===== config.mk =====
export PLATFORM = sky130hd
export DESIGN_NAME = cnn_layer_sequencer
export DESIGN_NICKNAME = d
export VERILOG_FILES = /design/src/rtl/cic_pkg.sv /design/src/rtl/cic_port_arb.sv /design/src/rtl/cnn_layer_sequencer.sv
export SDC_FILE = /design/constraint.sdc
export NUM_CORES = 1
export LEC_CHECK = 0
export ABC_CLOCK_PERIOD_IN_PS = 2550
export BUFFER_PORTS_ARGS = -buffer_cell sky130_fd_sc_hd__buf_4
export CORE_ASPECT_RATIO = 1.1
export CORE_MARGIN = 2
export CORE_UTILIZATION = 46
export DETAILED_ROUTE_END_ITERATION = 7
export PLACE_DENSITY = 0.81
export SYNTH_ARGS = -nofsm -noshare
export SYNTH_HDL_FRONTEND = slang
export SYNTH_SLANG_ARGS = --single-unit
export TNS_END_PERCENT = 50

===== constraint.sdc =====
create_clock -name clk -period 2.55 [get_ports clk]
set_clock_uncertainty 0.05 [all_clocks]
set_input_delay 0.255 -clock clk [delete_from_list [all_inputs] [get_ports clk]]
set_output_delay 0.255 -clock clk [all_outputs]
set_load 0.01 [all_outputs]

===== src/rtl/cic_pkg.sv =====
// Shared types for the convolution image accelerator: memory selects,
// engine opcodes and the layer-sequencer phase encoding.
package cic_pkg;

    localparam int AW_DEF = 12;
    localparam int DW_DEF = 20;

    typedef enum logic [2:0] {
        NSEL = 3'd0,
        L0K0 = 3'd1,
        L0K1 = 3'd2,
        L1K0 = 3'd3,
        L1K1 = 3'd4,
        L2F  = 3'd5
    } csel_e;

    localparam logic [1:0] OP_CONV = 2'd0;
    localparam logic [1:0] OP_POOL = 2'd1;
    localparam logic [1:0] OP_FLAT = 2'd2;

    typedef enum logic [2:0] {
        ST_IDLE,
        ST_CONV0,
        ST_CONV1,
        ST_POOL0,
        ST_POOL1,
        ST_FLAT,
        ST_FIN
    } phase_e;

    function automatic phase_e next_phase(input phase_e cur);
        phase_e nxt;
        unique case (cur)
            ST_CONV0: nxt = ST_CONV1;
            ST_CONV1: nxt = ST_POOL0;
            ST_POOL0: nxt = ST_POOL1;
            ST_POOL1: nxt = ST_FLAT;
            ST_FLAT:  nxt = ST_FIN;
            default:  nxt = ST_IDLE;
        endcase
        return nxt;
    endfunction

endpackage


===== src/rtl/cic_port_arb.sv =====
// Result-memory port arbiter: combinational grant of the active engine's
// request, csel mapping and the registered memory-port stage.
module cic_port_arb
    import cic_pkg::*;
#(
    parameter int AW = AW_DEF,
    parameter int DW = DW_DEF
) (
    input  logic          clk,
    input  logic          reset,
    input  logic          act,
    input  logic [1:0]    op,
    input  logic          kernel,
    input  logic          req_rd,
    input  logic [AW-1:0] req_raddr,
    input  logic          req_src,
    input  logic          req_wr,
    input  logic [AW-1:0] req_waddr,
    input  logic [DW-1:0] req_wdata,
    output logic          gnt_rd,
    output logic          gnt_wr,
    output logic          crd,
    output logic [AW-1:0] caddr_rd,
    output logic          cwr,
    output logic [AW-1:0] caddr_wr,
    output logic [DW-1:0] cdata_wr,
    output logic [2:0]    csel
);

    logic          crd_q, crd_d;
    logic          cwr_q, cwr_d;
    csel_e         csel_q, csel_d;
    logic [AW-1:0] caddr_rd_q, caddr_rd_d;
    logic [AW-1:0] caddr_wr_q, caddr_wr_d;
    logic [DW-1:0] cdata_wr_q, cdata_wr_d;

    // Reads win over writes; the engine keeps a stalled write asserted.
    always_comb begin
        gnt_rd = 1'b0;
        gnt_wr = 1'b0;
        if (act) begin
            if (op == OP_CONV) begin
                gnt_wr = req_wr;
            end else begin
                gnt_rd = req_rd;
                gnt_wr = req_wr && !req_rd;
            end
        end
    end

    always_comb begin
        csel_d = NSEL;
        if (gnt_rd) begin
            if (op == OP_POOL) csel_d = kernel ? L0K1 : L0K0;
            else               csel_d = req_src ? L1K1 : L1K0;
        end else if (gnt_wr) begin
            unique case (op)
                OP_CONV: csel_d = kernel ? L0K1 : L0K0;
                OP_POOL: csel_d = kernel ? L1K1 : L1K0;
                default: csel_d = L2F;
            endcase
        end
    end

    always_comb begin
        crd_d      = gnt_rd;
        cwr_d      = gnt_wr;
        caddr_rd_d = gnt_rd ? req_raddr : caddr_rd_q;
        caddr_wr_d = gnt_wr ? req_waddr : caddr_wr_q;
        cdata_wr_d = gnt_wr ? req_wdata : cdata_wr_q;
    end

    always_ff @(posedge clk or posedge reset) begin
        if (reset) begin
            crd_q      <= 1'b0;
            cwr_q      <= 1'b0;
            csel_q     <= NSEL;
            caddr_rd_q <= '0;
            caddr_wr_q <= '0;
            cdata_wr_q <= '0;
        end else begin
            crd_q      <= crd_d;
            cwr_q      <= cwr_d;
            csel_q     <= csel_d;
            caddr_rd_q <= caddr_rd_d;
            caddr_wr_q <= caddr_wr_d;
            cdata_wr_q <= cdata_wr_d;
        end
    end

    assign crd      = crd_q;
    assign cwr      = cwr_q;
    assign csel     = csel_q;
    assign caddr_rd = caddr_rd_q;
    assign caddr_wr = caddr_wr_q;
    assign cdata_wr = cdata_wr_q;

endmodule


===== src/rtl/cnn_layer_sequencer.sv =====
// Layer scheduler: runs conv0/conv1/pool0/pool1/flatten engines in turn
// and owns the shared result-memory port through cic_port_arb.
module cnn_layer_sequencer
    import cic_pkg::*;
#(
    parameter int AW = AW_DEF,
    parameter int DW = DW_DEF
) (
    input  logic          clk,
    input  logic          reset,
    input  logic          ready,
    output logic          busy,
    output logic          eng_start,
    output logic [1:0]    eng_op,
    output logic          eng_kernel,
    input  logic          eng_done,
    input  logic          req_rd,
    input  logic [AW-1:0] req_raddr,
    input  logic          req_src,
    input  logic          req_wr,
    input  logic [AW-1:0] req_waddr,
    input  logic [DW-1:0] req_wdata,
    output logic          gnt_rd,
    output logic          gnt_wr,
    output logic          crd,
    output logic [AW-1:0] caddr_rd,
    output logic          cwr,
    output logic [AW-1:0] caddr_wr,
    output logic [DW-1:0] cdata_wr,
    output logic [2:0]    csel
);

    phase_e state_q, state_d;
    logic   wait_q, wait_d;
    logic   in_phase;

    always_ff @(posedge clk or posedge reset) begin
        if (reset) begin
            state_q <= ST_IDLE;
            wait_q  <= 1'b0;
        end else begin
            state_q <= state_d;
            wait_q  <= wait_d;
        end
    end

    // wait_q=0 is the one-cycle START sub-step of a phase.
    always_comb begin
        state_d = state_q;
        wait_d  = wait_q;
        unique case (state_q)
            ST_IDLE: begin
                wait_d = 1'b0;
                if (ready) state_d = ST_CONV0;
            end
            ST_FIN: begin
                wait_d  = 1'b0;
                state_d = ST_IDLE;
            end
            default: begin
                if (!wait_q) begin
                    wait_d = 1'b1;
                end else if (eng_done) begin
                    wait_d  = 1'b0;
                    state_d = next_phase(state_q);
                end
            end
        endcase
    end

    always_comb begin
        in_phase   = 1'b1;
        eng_op     = OP_CONV;
        eng_kernel = 1'b0;
        unique case (state_q)
            ST_CONV0: ;
            ST_CONV1: eng_kernel = 1'b1;
            ST_POOL0: eng_op = OP_POOL;
            ST_POOL1: begin
                eng_op     = OP_POOL;
                eng_kernel = 1'b1;
            end
            ST_FLAT:  eng_op = OP_FLAT;
            default:  in_phase = 1'b0;
        endcase
        busy      = (state_q != ST_IDLE);
        eng_start = in_phase && !wait_q;
    end

    cic_port_arb #(
        .AW(AW),
        .DW(DW)
    ) u_arb (
        .clk       (clk),
        .reset     (reset),
        .act       (in_phase && wait_q),
        .op        (eng_op),
        .kernel    (eng_kernel),
        .req_rd    (req_rd),
        .req_raddr (req_raddr),
        .req_src   (req_src),
        .req_wr    (req_wr),
        .req_waddr (req_waddr),
        .req_wdata (req_wdata),
        .gnt_rd    (gnt_rd),
        .gnt_wr    (gnt_wr),
        .crd       (crd),
        .caddr_rd  (caddr_rd),
        .cwr       (cwr),
        .caddr_wr  (caddr_wr),
        .cdata_wr  (cdata_wr),
        .csel      (csel)
    );

endmodule


==> Yosys cells after proc, flatten, opt, wreduce, memory -nomap -nowiden <==
Index checks and enable logic that the tools add are counted.
{ "classes": {"n_div": 0, "bitwise": 0, "magnitude_cmp": 0, "n_reduce_logical": 15, "n_mux": 22, "shifts": 0, "add_sub_neg": 0, "n_mul": 0, "n_eq_ne": 8} }
{ "ops": {"columns": ["operator", "count"], "rows": [
  ["two-way mux 3 bit", 8],
  ["case mux 3 bit (5 select lines)", 1],
  ["case mux 3 bit (2 select lines)", 2],
  ["== test 3 bit (second input constant)", 3],
  ["two-way mux 1 bit", 9],
  ["nonzero test 3 bit", 3],
  ["== test 3 x 2 -> 1 bit (second input constant)", 2],
  ["OR reduction 2 bit", 3],
  ["OR reduction 5 bit", 1],
  ["case mux 2 bit (2 select lines)", 1],
  ["== test 3 x 1 -> 1 bit (second input constant)", 1],
  ["logical AND 1 bit", 3],
  ["zero test 3 bit", 1],
  ["AND reduction 3 bit", 1],
  ["== test 2 x 1 -> 1 bit (second input constant)", 1],
  ["zero test 1 bit", 2],
  ["zero test 2 bit", 1],
  ["two-way mux 2 bit", 1],
  ["inequality test 2 bit (second input constant)", 1]
]} }
{ "totals": {"output_inout_bits": 56, "mem_count": 0, "mem_bits_rw": 0, "reg_bits": 53, "elab_cells": 53, "latchBits": 0, "romBits": 0, "in_bits": 51} }

==> Depth between registers and ports, before layout <==
Gate-level depths: netlist (run 1).
{ "depth": {"ltp_word": 8, "mapped_depth": 5, "mapped_depth_nobuf": 3} }

==> Hierarchy <==
From an unflattened synthesis (run 1), not the netlist that was laid out.
{ "unflattened": {"cells_unflattened": 174, "area_unflattened_um2": 2168.3} }
{ "by_module_without_submodules": {"columns": ["mod", "instances", "cells_per_inst", "seq_area_each_um2", "area_per_inst_um2"], "rows": [
  ["cic_port_arb", 1, 146, 1226.2, 1923.1],
  ["cnn_layer_sequencer", 1, 28, 100.1, 245.2]
]} }

==> Worst setup path before layout (run 1) <==
Ideal clock, no wire load.
{ "synth_path": {"path_kind": "register to register", "from": "register state_q[2]", "to": "register u_arb.cdata_wr_q[10], in the netlist u_arb.cdata_wr[10]", "setup_slack_ns": 0.706, "path_stages_with_launch": 5, "required_ns": 2.375, "arrival_time_ns": 1.669, "setup_time_ns": 0.125, "path_buffers": 1, "period_less_slack_ns": 1.844, "path_cell_list": "dfrtp_1 a21o_1 a2111oi_4 buf_6 mux2_4"} }
{ "synth_via": {"elab_chain_cells": 6, "elab_cells_between_ends": 13, "cone_classes": "5 x eq/ne; 4 x mux; 4 x reduce/logical"} }
{ "synth_lines": {"columns": ["item", "line_no", "text"], "rows": [
  ["start: declaration", "cnn_layer_sequencer.sv:33", "phase_e state_q, state_d;"],
  ["start signal: assignment", "cnn_layer_sequencer.sv:42", "state_q <= state_d;"],
  ["== test 3 bit / == test 3 x 2 -> 1 bit (equally long branches)", "cnn_layer_sequencer.sv:75", "unique case (state_q)"],
  ["OR reduction 2 bit (no line)", null, null],
  ["case mux 2 bit (2 select lines)", "cnn_layer_sequencer.sv:75", null],
  ["zero test 2 bit", "cic_port_arb.sv:42", "if (op == OP_CONV) begin"],
  ["two-way mux 1 bit", "cic_port_arb.sv:42", null],
  ["two-way mux 1 bit (*)", "cic_port_arb.sv:41", "if (act) begin"],
  ["net gnt_wr", "cnn_layer_sequencer.sv:24", "output logic gnt_wr,"],
  ["end signal: assignment", "cic_port_arb.sv:87", "cdata_wr_q <= cdata_wr_d;"],
  ["end: declaration", "cic_port_arb.sv:35", "logic [DW-1:0] cdata_wr_q, cdata_wr_d;"]
]} }
Mark *: on every way through the listed nets, which the timed path passes. The rest lies on a longest branch.
A chain may end at the register's enable or synchronous reset.

==> Worst setup path after layout (run 1) <==
{ "layout_path": {"from": "register state_q[2]", "to": "output gnt_wr"} }
{ "layout_via": {"elab_chain_cells": 6, "elab_cells_between_ends": 13, "cone_classes": "5 x eq/ne; 4 x mux; 4 x reduce/logical"} }
{ "layout_lines": {"columns": ["item", "line_no"], "rows": [
  ["== test 3 bit / == test 3 x 2 -> 1 bit (equally long branches)", "cnn_layer_sequencer.sv:75"],
  ["OR reduction 2 bit (no line)", null],
  ["case mux 2 bit (2 select lines)", "cnn_layer_sequencer.sv:75"],
  ["zero test 2 bit", "cic_port_arb.sv:42"],
  ["two-way mux 1 bit", "cic_port_arb.sv:42"],
  ["two-way mux 1 bit (*)", "cic_port_arb.sv:41"],
  ["end: declaration", "cnn_layer_sequencer.sv:24"]
]} }
Mark *: on every way between the ends. The rest lies on a longest branch, timed or not.

==> results of run 1 <==
## power by group through the flow
stage	clock network, mW	registers [mW]	logic (mW)
floorplan	0	1.66	1.05
global placement	0	1.56	1.99
detailed placement	0	1.57	2.03
CTS	0.680	1.56	2.03
global route	0.707	1.62	2.15
finish	0.656	1.56	2.00
## critical path, delay by kind of cell (launching register included)
family	cells	cell delay, ns
buffers and inverters	2	0.47
AOI/OAI and AO/OA	2	0.64
DFF	1	0.52
## final timing paths
kind | startpoint | endpoint | slack, ns | cells past startpoint
min in group clk | eng_done | wait_q$_DFF_PP0_ | 0.10 | 2
min | reset | u_arb.caddr_rd[0]$_DFFE_PP0N_ | 0.08 | 3
min reg2reg | u_arb.cdata_wr[11]$_DFFE_PP0P_ | u_arb.cdata_wr[11]$_DFFE_PP0P_ | 0.46 | 1
max reg2reg | state_q[2]$_DFFE_PP0P_ | u_arb.cdata_wr[6]$_DFFE_PP0P_ | 0.55 | 4
max | state_q[2]$_DFFE_PP0P_ | gnt_wr | 0.31 | 4
max in group asynchronous | reset | u_arb.cdata_wr[13]$_DFFE_PP0P_ | 1.91 | 3
## logic make-up after synthesis
group / Yosys count / synth area share [%]
and+or+nand+nor: 17 / 4.440
buffers and inverters: 12 / 3.274
AOI/OAI and AO/OA: 19 / 6.438
DFF: 53 / 58.82
muxes: 44 / 26.64
xor gates and xnor gates: 1 / 0.3885
## flip-flops by register name, indices dropped and copies added, names as in the netlist
name,count
u_arb.cwr,1
u_arb.cdata_wr,20
wait_q,1
u_arb.crd,1
state_q,3
u_arb.csel,3
u_arb.caddr_wr,12
u_arb.caddr_rd,12
## per-stage QoR
step                      hold WS, ns  std cells
after floorplan                0.2882        146
after global placement         0.4154        302
after detailed placement       0.4177        302
after CTS                     0.09002        310
after global routing          0.07897        310
final                         0.07595        310
## cell usage in the layout, fill, tap and decap left out, drive strengths merged
master / synthesis / routed
and2b: 1 / 1
a21oi: 6 / 6
clkbuf: 3 / 5
nor3b: 1 / 1
xor2: 1 / 1
nor3: 1 / 1
bufinv: 0 / 2
o21a: 1 / 1
dfrtp: 53 / 53
o31a: 1 / 1
nor2: 2 / 2
o21ai: 2 / 2
nand3b: 1 / 1
clkinv: 0 / 1
inv: 3 / 3
buf: 6 / 109
nand2: 3 / 3
a31oi: 1 / 1
mux2: 44 / 44
nand3: 2 / 2
a2111oi: 1 / 1
nand2b: 3 / 3
o211ai: 1 / 1
and2: 1 / 1
a32oi: 1 / 1
a211oi: 2 / 2
a21o: 3 / 3
nor2b: 1 / 1
and4b: 1 / 1
## area by class of cell
class / instances / area (sq um)
clock inverters: 3 / 65.06
repair buffers: 109 / 830.8
fillers: 348 / 1458
clock buffers: 5 / 68.82
flip-flops and latches: 53 / 1326
inverters: 3 / 11.26
well taps: 56 / 70.07
multi-input cells: 81 / 854.6
## per-layer routing
layer	vias to the layer above	routed length, microns
li1	730	-
met3	4	175
met1	759	1999
met4	0	61
met2	38	2798
met5	-	0
==> results by group, run 1 <==
Logic synthesis
  • Commonest cells post-synth: 53 x dfrtp_1, 28 x mux2_4, 16 x mux2_2, 6 x a21oi_1
  • Mapped Cells: 146
  • Yosys Warn Count: 0
  • Most common flop cell mapped by yosys: dfrtp_1
  • Synth top area share: 58.82%
  • Yosys cell types: 31
  • Flops & latches, synth: 53
  • Top cell type by total area after synthesis: dfrtp_1
  • FFs w/ async S/R, synth: 100.0%
  • Synth area leaders: dfrtp_1 59%, mux2_4 19%, mux2_2 8.0%
  • Cell Area, Synth: 2255 sq um
  • Most frequent cell after synthesis: dfrtp_1
  • Synth Net Count: 197
  • Syn Area/Cell: 15.44 sq um
  • Number of flops mapped to enable cells by yosys: 0
  • Register area share after synthesis: 58.82%

GRT
  • Met1 Track Usage GR: 24.25%
  • Gr usage total: 19.28%
  • Vias in the first global route: 1,568
  • Global Route met2 Usage: 32.71%
  • Largest net degree at the start of global routing: 54
  • GR Util met3: 4.156%
  • Initial antenna violation count: 0
  • Overflow after GRT: 0
  • Grt peak-use layer: met2
  • First-pass GRT wire length: 8211 microns

Job
  • Max_cap viols: 0

Drt
  • Final WL: 5035 microns
  • Vias: 1,531
  • Routed Antenna Nets: 0
  • DRT Pass-1 Iters: 6
  • Vias per inst: 4.939
  • Wire length per cell: 16.24 microns
  • DR iter-0 viols: 60
  • DR DRC count: 0

Critical path
  • Critical path peak fanout: 35
  • Crit-path cells: a21o_1, a2111oi_4, buf_12, buf_4
  • Critical Path AT: 1.94 ns
  • CP Capture Type: output port
  • Critical path type: flip-flop to output port
  • Critical Path Start Type: flip-flop
  • Slowest CP cell: dfrtp_1
  • Worst path required time: 2.25 ns
  • Max stage delay on crit path: 0.52 ns

Timing
  • Post-route setup TNS: 0 ns
  • Maximum clock frequency: 446.3 MHz
  • Actual slew at the worst max-slew pin: 0.6722 ns
  • RSZ-0062 raised after global routing: false
  • Fin. max-slew vios: 0
  • Fin crit share: 87.87%
  • Final hold violations: 0
  • Endpoints failing setup: 0
  • Setup ws final: 0.3092 ns
  • Worst rel slew slack: 55.19%
  • Minimum clock period: 2.241 ns

Status
  • Status: complete, no violations

Clock network
  • H-tree level count: 2
  • Clk_lat worst skew: 0.29 ns
  • # resized after CTS: 0
  • CTS Sinks: 53
  • Post-CTS Setup Inserts: 0
  • TritonCTS clock tree: yes
  • Clock Tree Root: clkbuf_8
  • Clock tree buffer depth: 2
  • Clk slew on worst S/H paths: 0.10 ns
  • Num CTS Buffers: 5
  • Post-CTS Hold Fix Bufs: 0

Placement
  • Buffers on Ports: 106
  • Dpl cell area: 3093 sq um
  • GPL Wtd Cong: 0.7894
  • DPL Wire Length: 3670 microns
  • Post-Place Worst Slack: 0.5700 ns

Floorplan
  • Die ar.: 5478 sq um
  • Starting Density: 48.13%
  • Die Height: 77.43 microns
  • I/O pins: 107
  • Die width: 70.75 microns
  • Core Rows: 26
  • Core area: 4684 sq um

Pwr
  • Final Power: 4.221 mW
  • Combinational power share: 47.4%
  • Power density cells: 1308 nW/um^2
  • Flop pwr share: 37.1%
  • Lkg Pwr: 1.602 nW
  • Internal power: 2.884 mW
  • Peak VDD IR: 0.7407 mV
  • Clock power share: 15.5%
  • Sw Pwr: 1.337 mW
  • Switching share of power: 31.67%

Finish
  • Final net count: 304
  • Finished Cell Area: 3227 sq um
  • N_diodes: 0
  • Synth-to-layout area growth: 43.12%
  • Final core utilization: 68.88%
  • Fraction of layout cells with a size suffix above 1: 65.35%

Hold path
  • Hold Path Class: input port to async pin
No activity file was read; power rests on OpenSTA's default activity.
==> run 2: changes to the inputs <==
Settings changed: CORE_MARGIN 2 to not set.
==> run 2 against run 1 <==
Worst setup slack got worse by 0.0037 ns. Cell area did not move. Final cell count did not move. Clock-buffer cell count did not move. Power fell by 0.39%. Combinational power barely moved. Maximum frequency fell by 0.16%. Clock power fell by 0.8%. Global-route usage fell by 0.86 points. Sequential power barely moved. Register-to-register slack barely moved. Critical endpoint unchanged. Highest routed layer unchanged.
==> results by group, run 2 (synthesis results as in run 1) <==
Timing
  • Actual slew at the worst max-slew pin: 0.6572 ns (-0.01493 ns)
  • Final hold violations: 0 (unchanged)
  • Worst rel slew slack: 56.18% (+1.0 points)
  • Fin crit share: 88.02% (+0.14 points)
  • Fin. max-slew vios: 0 (unchanged)
  • Endpoints failing setup: 0 (unchanged)
  • RSZ-0062 raised after global routing: false
  • Minimum clock period: 2.244 ns (+0.003673 ns)
  • Hold slack: 0.08374 ns (+0.007790 ns)
  • Setup ws final: 0.3056 ns (-0.003673 ns)
  • Maximum clock frequency: 445.5 MHz (-0.16%)
  • Post-route setup TNS: 0 ns (unchanged)

Clock network
  • Num CTS Buffers: 5 (unchanged)
  • TritonCTS clock tree: yes
  • Clock tree buffer depth: 2 (unchanged)
  • Clk_lat worst skew: 0.30 ns (about the same)
  • # resized after CTS: 0 (unchanged)
  • Post-CTS Setup Inserts: 0 (unchanged)
  • Clock Tree Root: clkbuf_8
  • CTS Sinks: 53 (unchanged)
  • H-tree level count: 2 (unchanged)
  • Clk slew on worst S/H paths: 0.10 ns (about the same)
  • Post-CTS Hold Fix Bufs: 0 (unchanged)

Floorplan
  • Die ar.: 5185 sq um (-5.3%)
  • Core area: 4684 sq um (unchanged)
  • Die Height: 75.43 microns (-2.6%)
  • I/O pins: 107 (unchanged)
  • Die width: 68.75 microns (-2.8%)
  • Starting Density: 48.13% (unchanged)
  • Core Rows: 26 (unchanged)

Critical path
  • CP Capture Type: output port
  • Critical path startpoint: state_q[0]$_DFFE_PP0P_
  • Capturing point of the worst reg2reg path: u_arb.cdata_wr[7]$_DFFE_PP0P_
  • Critical Path Start Type: flip-flop
  • FF-to-FF path depth: 4 (unchanged)
  • Slowest CP cell: dfrtp_1
  • Critical path type: flip-flop to output port
  • Worst setup path end: gnt_wr
  • Reg2Reg Launch Point: state_q[0]$_DFFE_PP0P_
  • R2R Setup Slk: 0.54 ns (about the same)
  • Worst path required time: 2.25 ns (about the same)
  • Critical Path AT: 1.94 ns (about the same)
  • Max stage delay on crit path: 0.52 ns (about the same)
  • Critical path peak fanout: 35 (unchanged)
  • Crit-path cells: a21o_1, a2111oi_4, buf_12, buf_4

Finish
  • Most common cell after layout, fill and taps aside: buf_4
  • Final core utilization: 68.88% (unchanged)
  • Layout fillers: 356 (+2.3%)
  • Post-Layout Cell Count: 310 (unchanged)
  • Sequential cell area: 1326 sq um (unchanged)
  • Synth-to-layout area growth: 43.12% (unchanged)
  • N_diodes: 0 (unchanged)
  • Fraction of layout cells with a size suffix above 1: 65.35% (unchanged)
  • Final net count: 304 (unchanged)
  • Commonest cells after routing, fill and taps aside: 108 x buf_4, 53 x dfrtp_1, 28 x mux2_4
  • Finished Cell Area: 3227 sq um (unchanged)
  • Area of the multi-input gates: 854.6 sq um (unchanged)
  • Max FFs per register: 20 (unchanged)

Drt
  • Wire length per cell: 15.36 microns (-5.4%)
  • DR DRC count: 0 (unchanged)
  • DR iter-0 viols: 76 (+27%)
  • Final WL: 4762 microns (-5.4%)
  • Vias: 1,535 (+0.26%)
  • Routed Antenna Nets: 0 (unchanged)
  • DRT Pass-1 Iters: 4 (-2)
  • Vias per inst: 4.952 (+0.26%)

GRT
  • Gr usage total: 18.42% (-0.86 points)
  • Largest net degree at the start of global routing: 54 (unchanged)
  • First-pass GRT wire length: 6934 microns (-16%)
  • Overflow after GRT: 0 (unchanged)
  • Initial antenna violation count: 0 (unchanged)
  • Vias in the first global route: 1,413 (-9.9%)

Pwr
  • Lkg Pwr: 1.602 nW (unchanged)
  • Power density cells: 1303 nW/um^2 (-0.39%)
  • Peak VDD IR: 0.7146 mV (-3.5%)
  • Final Power: 4.205 mW (-0.39%)

Placement
  • Buffers on Ports: 106 (unchanged)
  • DPL Wire Length: 3531 microns (-3.8%)
  • Dpl cell area: 3093 sq um (unchanged)
  • Post-Place Worst Slack: 0.5543 ns (-0.01569 ns)
  • GPL Wtd Cong: 0.8215 (+4.1%)
  • Post-Place Cells: 302 (unchanged)

Status
  • Status: complete, no violations

Job
  • Max_cap viols: 0 (unchanged)

Hold path
  • Hold Path Class: input port to async pin
[run 2: cell counts in the layout (fill, tap and decap cells not counted)]
No cell type changed its count.
[run 2: how the worst min path moves through the flow]
stage	from	end	slack, ns	cells past startpoint
2_1_floorplan	eng_done	wait_q$_DFF_PP0_	0.29	1
3_3_place_gp	eng_done	wait_q$_DFF_PP0_	0.42	2
3_5_place_dp	eng_done	wait_q$_DFF_PP0_	0.42	2
4_1_cts	reset	state_q[1]$_DFFE_PP0P_	0.1	3
5_1_grt	eng_done	wait_q$_DFF_PP0_	0.1	2
6_report	reset	u_arb.caddr_rd[1]$_DFFE_PP0N_	0.08	3
[run 2: routing by layer]
| metal | global-route usage [%] | wire length (microns) | vias up |
|---|---|---|---|
| met4 | 7.483 | 87 | 0 |
| li1 | - | - | 725 |
| met1 | 23.12 | 1890 | 765 |
| met5 | 0 | 0 | - |
| met3 | 3.293 | 182 | 9 |
| met2 | 31.37 | 2602 | 36 |
[run 2: final cells by class]
cell class / instances / area share (%)
flip-flops and latches: 53 / 41.10
multi-input cells: 81 / 26.48
repair buffers: 109 / 25.75
well taps: 56 / 2.171
clock buffers: 5 / 2.133
clock inverters: 3 / 2.016
inverters: 3 / 0.3490
[run 2: power by group]
| part | leakage (nW) | switching [mW] | internal [mW] |
|---|---|---|---|
| combinational | 0.900 | 0.755 | 1.24 |
| clock | 0.0681 | 0.261 | 0.390 |
| sequential | 0.634 | 0.305 | 1.26 |
[run 2: critical path: cells and delay by family, from the launching register on]
kind / cells / cell delay (ns)
AOI/OAI and AO/OA: 2 / 0.64
buffers and inverters: 2 / 0.47
DFF: 1 / 0.52
==> run 3: changes to the inputs <==
Settings changed: GPL_TIMING_DRIVEN set to 0, RECOVER_POWER set to 100.
==> run 3 against run 2 <==
Power down 18%. Flip-flop and latch count unchanged. Sequential share of layout area up 4.6 points. First-iteration DRC count unchanged. Highest routed layer unchanged. Sequential power down 7%. Largest cell class unchanged. Worst hold slack better by 0.026 ns. Maximum frequency down 2.3%.
==> results by group, run 3 (synthesis results as in run 1) <==
Timing
  • Final hold violations: 0 (unchanged)
  • Minimum clock period: 2.297 ns (+0.05272 ns)
  • Endpoints failing setup: 0 (unchanged)
  • Post-route setup TNS: 0 ns (unchanged)
  • Worst rel slew slack: 41.06% (-15 points)
  • RSZ-0062 raised after global routing: false
  • Setup ws final: 0.2529 ns (-0.05272 ns)
  • Actual slew at the worst max-slew pin: 0.8840 ns (+0.2268 ns)
  • Maximum clock frequency: 435.3 MHz (-2.3%)
  • Fin. max-slew vios: 0 (unchanged)
  • Fin crit share: 90.08% (+2.1 points)

Pwr
  • Lkg Pwr: 1.310 nW (-18%)
  • Final Power: 3.428 mW (-18%)
  • Power density cells: 1181 nW/um^2 (-9.4%)
  • Peak VDD IR: 0.5597 mV (-22%)

Finish
  • Max FFs per register: 20 (unchanged)
  • Sequential cell area: 1326 sq um (unchanged)
  • N_diodes: 0 (unchanged)
  • Commonest cells after routing, fill and taps aside: 61 x clkbuf_1, 53 x dfrtp_1, 50 x buf_4
  • Area of the multi-input gates: 764.5 sq um (-11%)
  • Layout fillers: 469 (+32%)
  • Fraction of layout cells with a size suffix above 1: 32.82% (-33 points)
  • Final net count: 312 (+2.6%)
  • Synth-to-layout area growth: 28.75%
  • Most common cell after layout, fill and taps aside: clkbuf_1

Placement
  • GPL Wtd Cong: 0.7596 (-7.5%)
  • Buffers on Ports: 106 (unchanged)
  • DPL Wire Length: 3688 microns (+4.4%)
  • Post-Place Worst Slack: 0.5136 ns (-0.04070 ns)

Drt
  • DR DRC count: 0 (unchanged)
  • DRT Pass-1 Iters: 4 (unchanged)
  • Wire length per cell: 15.19 microns (-1.1%)
  • DR iter-0 viols: 76 (unchanged)
  • Vias: 1,583 (+3.1%)
  • Final WL: 4832 microns (+1.5%)
  • Routed Antenna Nets: 0 (unchanged)
  • Vias per inst: 4.978 (+0.53%)

Clock network
  • Clock tree buffer depth: 2 (unchanged)
  • TritonCTS clock tree: yes
  • Clk_lat worst skew: 0.29 ns (about the same)
  • CTS Sinks: 53 (unchanged)
  • Clk slew on worst S/H paths: 0.09 ns (about the same)
  • # resized after CTS: 0 (unchanged)
  • H-tree level count: 2 (unchanged)
  • Clock Tree Root: clkbuf_8
  • Num CTS Buffers: 5 (unchanged)

Critical path
  • CP Capture Type: flip-flop
  • Critical Path Start Type: flip-flop
  • Worst path required time: 2.68 ns (+0.43 ns)
  • Critical path startpoint: state_q[0]$_DFFE_PP0P_
  • Reg2Reg Launch Point: state_q[0]$_DFFE_PP0P_
  • Critical path type: flip-flop to flip-flop
  • Critical path peak fanout: 10 (-71%)
  • Critical Path AT: 2.43 ns (+0.49 ns)

GRT
  • Gr usage total: 19.24% (+0.81 points)
  • First-pass GRT wire length: 7134 microns (+2.9%)
  • Vias in the first global route: 1,467 (+3.8%)
  • Initial antenna violation count: 0 (unchanged)
  • Largest net degree at the start of global routing: 37 (-31%)
  • Overflow after GRT: 0 (unchanged)

Floorplan
  • Die width: 68.75 microns (unchanged)
  • Die Height: 75.43 microns (unchanged)
  • Starting Density: 48.13% (unchanged)
  • Core area: 4684 sq um (unchanged)
  • Die ar.: 5185 sq um (unchanged)
  • I/O pins: 107 (unchanged)
  • Core Rows: 26 (unchanged)

Hold path
  • Hold Path Class: input port to flip-flop
  • Min-delay src: eng_done

Status
  • Status: complete, no violations

Job
  • Max_cap viols: 0 (unchanged)
==> run 3: cell count changes in the layout (fill, tap and decap cells not counted), moves of 2 or more <==
cell,change
buf_4,-58
clkbuf_1,+61
bufinv_16,-2
buf_2,+2
mux2_1,+24
mux2_4,-24
==> run 3: report_power, final <==
part           leakage, nW  total [mW]  internal (mW)  switching [mW]
Combinational        0.631        1.53          0.705           0.823
Sequential           0.634        1.45           1.26           0.197
Clock               0.0450       0.445          0.191           0.254
Total                 1.31        3.43           2.15            1.27
==> run 3: what timing repair did <==
item,in CTS,in global routing
hold endpoints to repair,17,0
setup endpoints to repair,0,0
hold buffers,1,0
buffers inserted,0,0
==> run 3: path summary, 6_finish.rpt <==
| check | to | slack (ns) | cells past startpoint |
|---|---|---|---|
| hold / removal | wait_q$_DFF_PP0_ | 0.11 | 2 |
| setup reg to reg | u_arb.cdata_wr[4]$_DFFE_PP0P_ | 0.25 | 4 |
| hold reg to reg | u_arb.caddr_wr[11]$_DFFE_PP0P_ | 0.44 | 1 |
| max in group asynchronous | u_arb.cdata_wr[15]$_DFFE_PP0P_ | 0.58 | 4 |
| setup / recovery | u_arb.cdata_wr[4]$_DFFE_PP0P_ | 0.25 | 4 |
| min in group asynchronous | u_arb.caddr_rd[4]$_DFFE_PP0N_ | 0.58 | 3 |
==> run 3: worst max-delay path: stages, from the launching register on <==
cell and delay (ns):
dfrtp_1 0.42, a21o_1 0.20, a2111oi_4 0.59, clkbuf_1 0.53
mux2_1 0.39
==> run 3: layer usage <==
metal | vias to the layer above | wire, microns | global-route usage (%)
met3 | 7 | 147 | 3.144
met5 | - | 0 | 0
met4 | 0 | 74 | 8.163
li1 | 744 | - | -
met2 | 34 | 2711 | 33.88
met1 | 798 | 1898 | 23.17
==> run 3: layout make-up <==
class / count / share of cell area [%]
plain buffers: 9 / 1.638
clock buffers: 6 / 2.500
clock inverters: 2 / 0.3448
inverters: 3 / 0.3879
multi-input cells: 81 / 26.34
flip-flops and latches: 53 / 45.69
well taps: 56 / 2.414
repair buffers: 108 / 20.69
==> run 3: metrics by stage <==
stage               cells  hold WS [ns]  utilization (%)  instance area (sq um)
floorplan             146        0.2882                -                   2255
CTS                   318       0.09826            69.02                   3233
global placement      308        0.4183            66.61                   3120
global route          318        0.1031            61.97                   2903
detailed placement    309        0.2195            67.04                   3141
finish                318        0.1101            61.97                   2903
